--- config.mk ---
export PLATFORM = sky130hd
export DESIGN_NAME = hc112_drv
export DESIGN_NICKNAME = d
export VERILOG_FILES = /design/src/rtl/hc112_drv.sv
export SDC_FILE = /design/constraint.sdc
export NUM_CORES = 1
export LEC_CHECK = 0
export CAP_MARGIN = 20
export CORE_MARGIN = 4
export CORE_UTILIZATION = 40
export CTS_BUF_LIST = sky130_fd_sc_hd__clkbuf_8
export DETAILED_ROUTE_END_ITERATION = 6
export GPL_ROUTABILITY_DRIVEN = 0
export PLACE_DENSITY_LB_ADDON = 0.12
export SYNTH_ARGS = -nofsm -noshare
export SYNTH_HDL_FRONTEND = slang
export SYNTH_SLANG_ARGS = --single-unit
--- constraint.sdc ---
create_clock -name CP -period 2.03 [get_ports CP]
set_clock_uncertainty 0.1 [all_clocks]
set_input_delay 0.203 -clock CP [delete_from_list [all_inputs] [get_ports CP]]
set_output_delay 0.203 -clock CP [all_outputs]
set_load 0.005 [all_outputs]
--- src/rtl/hc112_drv.sv ---
// hc112_drv: 74HC112 dual JK flip-flop command sequencer; define HC112_DRV_CHECK_EN to enable synchronized Q readback compare.
module hc112_drv #(
  parameter int SETUP_CYC = 2,
  parameter int PULSE_CYC = 2,
  parameter int HOLD_CYC  = 1
) (
  input  logic       CP,
  input  logic       RDN,
  input  logic       REQ,
  input  logic       CH,
  input  logic [1:0] OP,
  input  logic       FRC,
  input  logic       Q1,
  input  logic       Q2,
  output logic       J1,
  output logic       K1,
  output logic       J2,
  output logic       K2,
  output logic       CPN1,
  output logic       CPN2,
  output logic       SD1N,
  output logic       SD2N,
  output logic       RD1N_O,
  output logic       RD2N_O,
  output logic       BUSY,
  output logic       ACK,
  output logic       ERR,
  output logic       QOUT
);
  localparam logic [2:0] IDLE   = 3'd0;
  localparam logic [2:0] SETUP  = 3'd1;
  localparam logic [2:0] PULSE  = 3'd2;
  localparam logic [2:0] HOLD   = 3'd3;
  localparam logic [2:0] SAMPLE = 3'd4;
  localparam logic [2:0] DONE   = 3'd5;
  logic [2:0] state;
  logic [3:0] cnt;
  logic [1:0] op, q1_s, q2_s;
  logic       ch, frc, exp_q, qs, qa, bad_frc;
  assign qs = ch ? q2_s[1] : q1_s[1];
  assign qa = CH ? q2_s[1] : q1_s[1];
  // forcing has no async pin for hold or toggle, so those can never complete correctly
  assign bad_frc = frc & (op[1] ~^ op[0]);
  always_ff @(posedge CP or negedge RDN) begin
    if (!RDN) begin
      state  <= IDLE;
      cnt    <= '0;
      op     <= '0;
      ch     <= 1'b0;
      frc    <= 1'b0;
      exp_q  <= 1'b0;
      q1_s   <= '0;
      q2_s   <= '0;
      {J1, K1, J2, K2} <= '0;
      {CPN1, CPN2, SD1N, SD2N, RD1N_O, RD2N_O} <= '1;
      BUSY   <= 1'b0;
      ACK    <= 1'b0;
      ERR    <= 1'b0;
      QOUT   <= 1'b0;
    end else begin
      q1_s <= {q1_s[0], Q1};
      q2_s <= {q2_s[0], Q2};
      ACK  <= 1'b0;
      case (state)
        IDLE: if (REQ) begin
          state <= SETUP;
          cnt   <= 4'(SETUP_CYC - 1);
          ch    <= CH;
          op    <= OP;
          frc   <= FRC;
          exp_q <= OP == 2'b00 ? qa : OP == 2'b01 ? 1'b0 : OP == 2'b10 ? 1'b1 : ~qa;
          BUSY  <= 1'b1;
          J1    <= ~CH & OP[1];
          K1    <= ~CH & OP[0];
          J2    <= CH & OP[1];
          K2    <= CH & OP[0];
        end
        SETUP: if (cnt == 4'd0) begin
          state  <= PULSE;
          cnt    <= 4'(PULSE_CYC - 1);
          CPN1   <= ch | frc;
          CPN2   <= ~ch | frc;
          RD1N_O <= ~(~ch & frc & (op == 2'b01));
          SD1N   <= ~(~ch & frc & (op == 2'b10));
          RD2N_O <= ~(ch & frc & (op == 2'b01));
          SD2N   <= ~(ch & frc & (op == 2'b10));
        end else cnt <= cnt - 4'd1;
        PULSE: if (cnt == 4'd0) begin
          state <= HOLD;
          cnt   <= 4'(HOLD_CYC - 1);
          {CPN1, CPN2, SD1N, SD2N, RD1N_O, RD2N_O} <= '1;
        end else cnt <= cnt - 4'd1;
        HOLD: if (cnt == 4'd0) begin
`ifdef HC112_DRV_CHECK_EN
          state <= SAMPLE;
          cnt   <= 4'd2;
`else
          state <= DONE;
          ACK   <= 1'b1;
          QOUT  <= exp_q;
          ERR   <= bad_frc;
`endif
        end else cnt <= cnt - 4'd1;
        SAMPLE: if (cnt == 4'd0) begin
          state <= DONE;
          ACK   <= 1'b1;
          QOUT  <= qs;
          ERR   <= (qs != exp_q) | bad_frc;
        end else cnt <= cnt - 4'd1;
        DONE: begin
          state <= IDLE;
          BUSY  <= 1'b0;
          {J1, K1, J2, K2} <= '0;
        end
        default: state <= IDLE;
      endcase
    end
  end
endmodule
After elaboration in Yosys (flattened, before gate mapping)
Index checks and enable logic that the tools add are counted.

cells by class
  bitwise gates (word level) = 22
  reduce and logical (&&, ||, !) cells = 14
  divide/modulo/power cells = 0
  $lt $le $gt $ge = 0
  shift-type cells = 0
  add/subtract/negate cells = 1
  multiplexer cells = 46
  $mul = 0
  eq/ne operators = 17

operators with widths
  cell                                                                    number
  1-bit case mux with 2 select lines                                      13
  1-bit 2-to-1 mux                                                        23
  4-bit 2-to-1 mux                                                        4
  4-bit case mux with 4 select lines                                      1
  3-bit 2-to-1 mux                                                        4
  2-bit != test (second input constant)                                   6
  3-bit case mux with 4 select lines                                      1
  1-bit bitwise AND                                                       11
  3-bit AND reduction                                                     3
  1-bit NOT                                                               7
  3-bit by 2-bit equality test with 1-bit output (second input constant)  2
  3-bit equality test (second input constant)                             2
  2-bit nonzero test                                                      3
  2-bit by 1-bit equality test with 1-bit output (second input constant)  2
  2-bit equality test (second input constant)                             2
  4-bit logical NOT                                                       1
  2-bit AND reduction                                                     2
  4-bit AND reduction                                                     1
  4-bit nonzero test                                                      1
  4-bit by 1-bit subtractor with 4-bit output (second input constant)     1
  3-bit by 1-bit equality test with 1-bit output (second input constant)  1
  3-bit logical NOT                                                       1
  1-bit OR                                                                3
  2-bit logical NOT                                                       1
  4 further kinds                                                         4

word-level totals
  latch bits = 0
  logic and storage cells = 122
  flip-flop bits (word level) = 30
  bits in writable memories = 0
  memories kept = 0
  input port bits = 9
  output and inout port bits = 14
  bits in read-only memories = 0

Longest topological paths before layout
Gate-level depths: netlist (run 1).

  depth after elaboration = 6
  mapped depth = 5
  gate-level depth less buffers = 5

Least setup slack after synthesis (run 1)
Ideal clock, no wire load.

  path kind = reg-to-reg
  start = reg cnt[0]
  end = reg CPN1
  period minus slack after synthesis = 1.941 ns
  stages on the path, launching flop included = 6
  setup slack = 0.089 ns
  arrival = 1.759 ns
  path buffers = 0
  setup time = 0.082 ns
  required time = 1.848 ns
  path through = dfrtp_1 > inv_1 > ha_1 > or3b_1 > nor3_4 > mux2_2

on the way
  longest elaborated chain between the ends = 3

RTL lines
  item                             RTL line  text
  start: declaration               37        logic [3:0] cnt;
  start signal: assignment         67        cnt <= 4'(SETUP_CYC - 1);
  start signal: assignment         80        cnt <= 4'(PULSE_CYC - 1);
  start signal: assignment         87        end else cnt <= cnt - 4'd1;
  4-bit logical NOT *              78, 88
  2-bit != test (no line)          n/a
  3-bit AND reduction (no line) *  n/a
  end signal: assignment           81        CPN1 <= ch | frc;
  end: declaration                 19        output logic CPN1,

Every way passes the cells marked *; elsewhere a longest branch is shown, timed or not.
A chain may end at the register's enable or synchronous reset.

Final worst setup path (run 1)
  start = reg cnt[1]
  end = reg QOUT

on the way
  longest elaborated chain between the ends = 3

RTL lines
  item                             RTL line  text
  4-bit logical NOT *              93, 104
  2-bit != test (no line)          n/a
  3-bit AND reduction (no line) *  n/a
  end signal: assignment           100       QOUT <= exp_q;
  end signal: assignment           107       QOUT <= qs;
  end: declaration                 28        output logic QOUT

Marks and branches as above.

==> results.sh, run 1 <==
export IMPL_synthFlopType="dfrtp_1"
export IMPL_max_freq_mhz=519
export IMPL_cts_buffer_depth=2
export IMPL_grt_antenna_before_repair=0
export IMPL_area_delta_synth_final_pct=28.5
export IMPL_post_cts_buffers=0
export IMPL_crit_type="reg -> reg"
export IMPL_maxCapViolations=0
export IMPL_power_leakage_nw=0.855
export IMPL_clkPwrFrac=0.204
export IMPL_syn_instance_count=140
export IMPL_final_cell_mix="dfrtp_1, clkdlybuf4s50_1, nand2_1, buf_4, inv_1"
export IMPL_dpl_hpwl_mm=2.24
export IMPL_synth_edff_count=0
export IMPL_status="finished clean"
export IMPL_synthXorXnorAreaFrac=0.0112
export IMPL_utilization=0.539
export IMPL_dp_cells=215
export IMPL_port_buffers=22
export IMPL_synthDistinctLibCells=40
export IMPL_synth_nets=153
export IMPL_initial_core_util=0.420
export IMPL_die_w_um=70.5
export IMPL_maxSlewHeadroom=0.695
export IMPL_cts_hold_buf=0
export IMPL_h_tree_depth=2
export IMPL_grt_ovfl_total=0
export IMPL_num_rows=22
export IMPL_yosysTopAreaCell="dfrtp_1"
export IMPL_core_mm2=0.00372
export IMPL_synth_area_mm2=0.00156
export IMPL_worst_pin_slew_ns=0.458
export IMPL_finalInstanceArea_mm2=0.00200
export IMPL_swShare=0.331
export IMPL_post_route_period_util=0.948
export IMPL_p_int_mw=1.99
export IMPL_period_minus_slack_ns=1.93
export IMPL_finalSetupViolCount=0
export IMPL_final_antenna_net_count=0
export IMPL_p_comb_frac=0.435
export IMPL_finalMaxSlewViolations=0
export IMPL_synth_top_cell_area_share=0.385
export IMPL_die_area_mm2=0.00496
export IMPL_fp_dieH_um=70.5
export IMPL_crit_required_ns=2.09
export IMPL_io_pins=23
export IMPL_insertion_delay_ns=0.28
export IMPL_critPathMaxFanout=5
export IMPL_end_kind="register"
export IMPL_muxShareOfSynthArea=0.0898
export IMPL_switchingPower_mw=0.985
export IMPL_placed_area_mm2=0.00189
export IMPL_final_cell_count_no_fill=223
export IMPL_first_pass_iters=4
export IMPL_routed_wl_mm=3.12
export IMPL_drtIter0Drc=52
export IMPL_synth_warning_count=0
export IMPL_place_ws_ns=0.0817
export IMPL_synthAdderAreaFrac=0.0321
export IMPL_cts_sinks=30
export IMPL_synth_area_top_cells="dfrtp_1, dfstp_2, mux2_2, nand2_1, nand3b_1"
export IMPL_vias_per_cell=5.09
export IMPL_finalPower_mw=2.98
export IMPL_synth_compound_area_frac=0.111
export IMPL_min_path_type="in -> async"
export IMPL_async_flop_share=1.00
export IMPL_cts_buffers=5
export IMPL_cp_arrival_ns=1.99
export IMPL_multi_input_area_um2=714
export IMPL_vias=1135
export IMPL_rsz0062_at_grt="false"
export IMPL_wl_per_cell_um=14.0
export IMPL_synth_simple_area_share=0.212
export IMPL_fin_ws_ns=0.105
export IMPL_layout_commonest_cell="dfrtp_1"
export IMPL_cts_clk_slew_worst_paths_ns=0.06
export IMPL_fillerInstances=348
export IMPL_avgSynthCellArea_um2=11.1
export IMPL_crit_slowest_cell="or3b_4"
export IMPL_insertedDiodeCount=0
export IMPL_cp_start_kind="register"
export IMPL_path_cells="inv_1, ha_1, or3b_4, buf_4, a21oi_2, mux2_2"
export IMPL_p_seq_frac=0.361
export IMPL_holdWs_ns=0.212
export IMPL_seq_area_um2=758
export IMPL_hold_viol_final=0
export IMPL_postSynthRegisterBits=30
export IMPL_synth_top_family_by_area="simple AND/OR/NAND/NOR gates"
export IMPL_cts_resized=0
export IMPL_grtUsageTotal=0.141
export IMPL_grt_pass1_wl_mm=5.49
export IMPL_setup_tns_ns=0
export IMPL_ys_seq_area_frac=0.486
export IMPL_drc=0
export IMPL_ir_worst_vdd_uv=584
export IMPL_slowest_delay_ns=0.40
export IMPL_clockRootBuffer="clkbuf_8"
export IMPL_grt_pass1_vias=1143
export IMPL_power_density_mw_per_mm2=1480
export IMPL_grt_max_degree=31
export IMPL_cts_tree="yes"
export IMPL_drive_gt1_frac=0.257
export IMPL_nets=187
flip-flops by register name, summed over array words and instances, names as in the netlist, 2 cells and up:
| register | count |
|---|---|
| cnt | 4 |
| state | 3 |
| op | 2 |
| q1_s | 2 |
| q2_s | 2 |
path summary, 6_finish.rpt:
check / start / endpoint / slack, ns / cells after the start
max reg2reg: cnt[1] / QOUT / 0.10 / 6
min: RDN / J1 / 0.21 / 2
min in group CP: q1_s[0] / q1_s[1] / 0.25 / 0
min reg2reg: q1_s[0] / q1_s[1] / 0.25 / 0
max in group asynchronous: RDN / SD1N / 1.31 / 2
max: cnt[1] / QOUT / 0.10 / 6
cell families after synthesis:
kind of cell | Yosys count
simple gates | 49
buf+inv | 17
mux | 13
xor+xnor | 2
fa+ha+maj | 4
flops | 30
compound gates | 25
synthesized netlist by cell type, types with 3 or more instances:
master	number
o21ai_0	5
nand2_1	14
dfrtp_1	24
ha_1	4
nand3b_1	7
a21oi_1	6
inv_1	8
mux2i_1	5
dfstp_2	6
buf_6	3
mux2_2	8
or3b_2	4
clkbuf_1	5
cell type report:
class	instances	share of cell area
clock buffer	6	0.0412
clock inverter	2	0.0169
inverter	8	0.0150
multi-input combinational	93	0.356
sequential	30	0.378
tap	48	0.0300
timing repair buffer	36	0.162
worst max-delay path, delay by kind of cell (launching register included):
family                   cells  cell delay, ns
buffers and inverters        2            0.26
flip-flops                   1            0.39
adder cells (fa/ha/maj)      1            0.17
multiplexers                 1            0.34
AO/OA/AOI/OAI                1            0.13
AND/OR/NAND/NOR              1            0.40
power groups by stage:
stage          sequential (mW)  clock [mW]  combinational (mW)
2_1_floorplan            0.996           0               0.883
3_3_place_gp              1.07           0                1.26
3_5_place_dp              1.08           0                1.29
4_1_cts                   1.07       0.627                1.30
5_1_grt                   1.12       0.659                1.44
6_report                  1.07       0.607                1.29
layer usage:
layer	GRT usage	share of wire
met4	0.0638	0.016
met3	0.0417	0.048
met5	0	0
met2	0.213	0.44
met1	0.186	0.49
(Power assumes the default switching activity.)
==> run 2: changes to the inputs <==
Settings changed: SLEW_MARGIN set to 20.
==> results of run 2 <==
Final layout, timing and power as in run 1 (identical DEF).
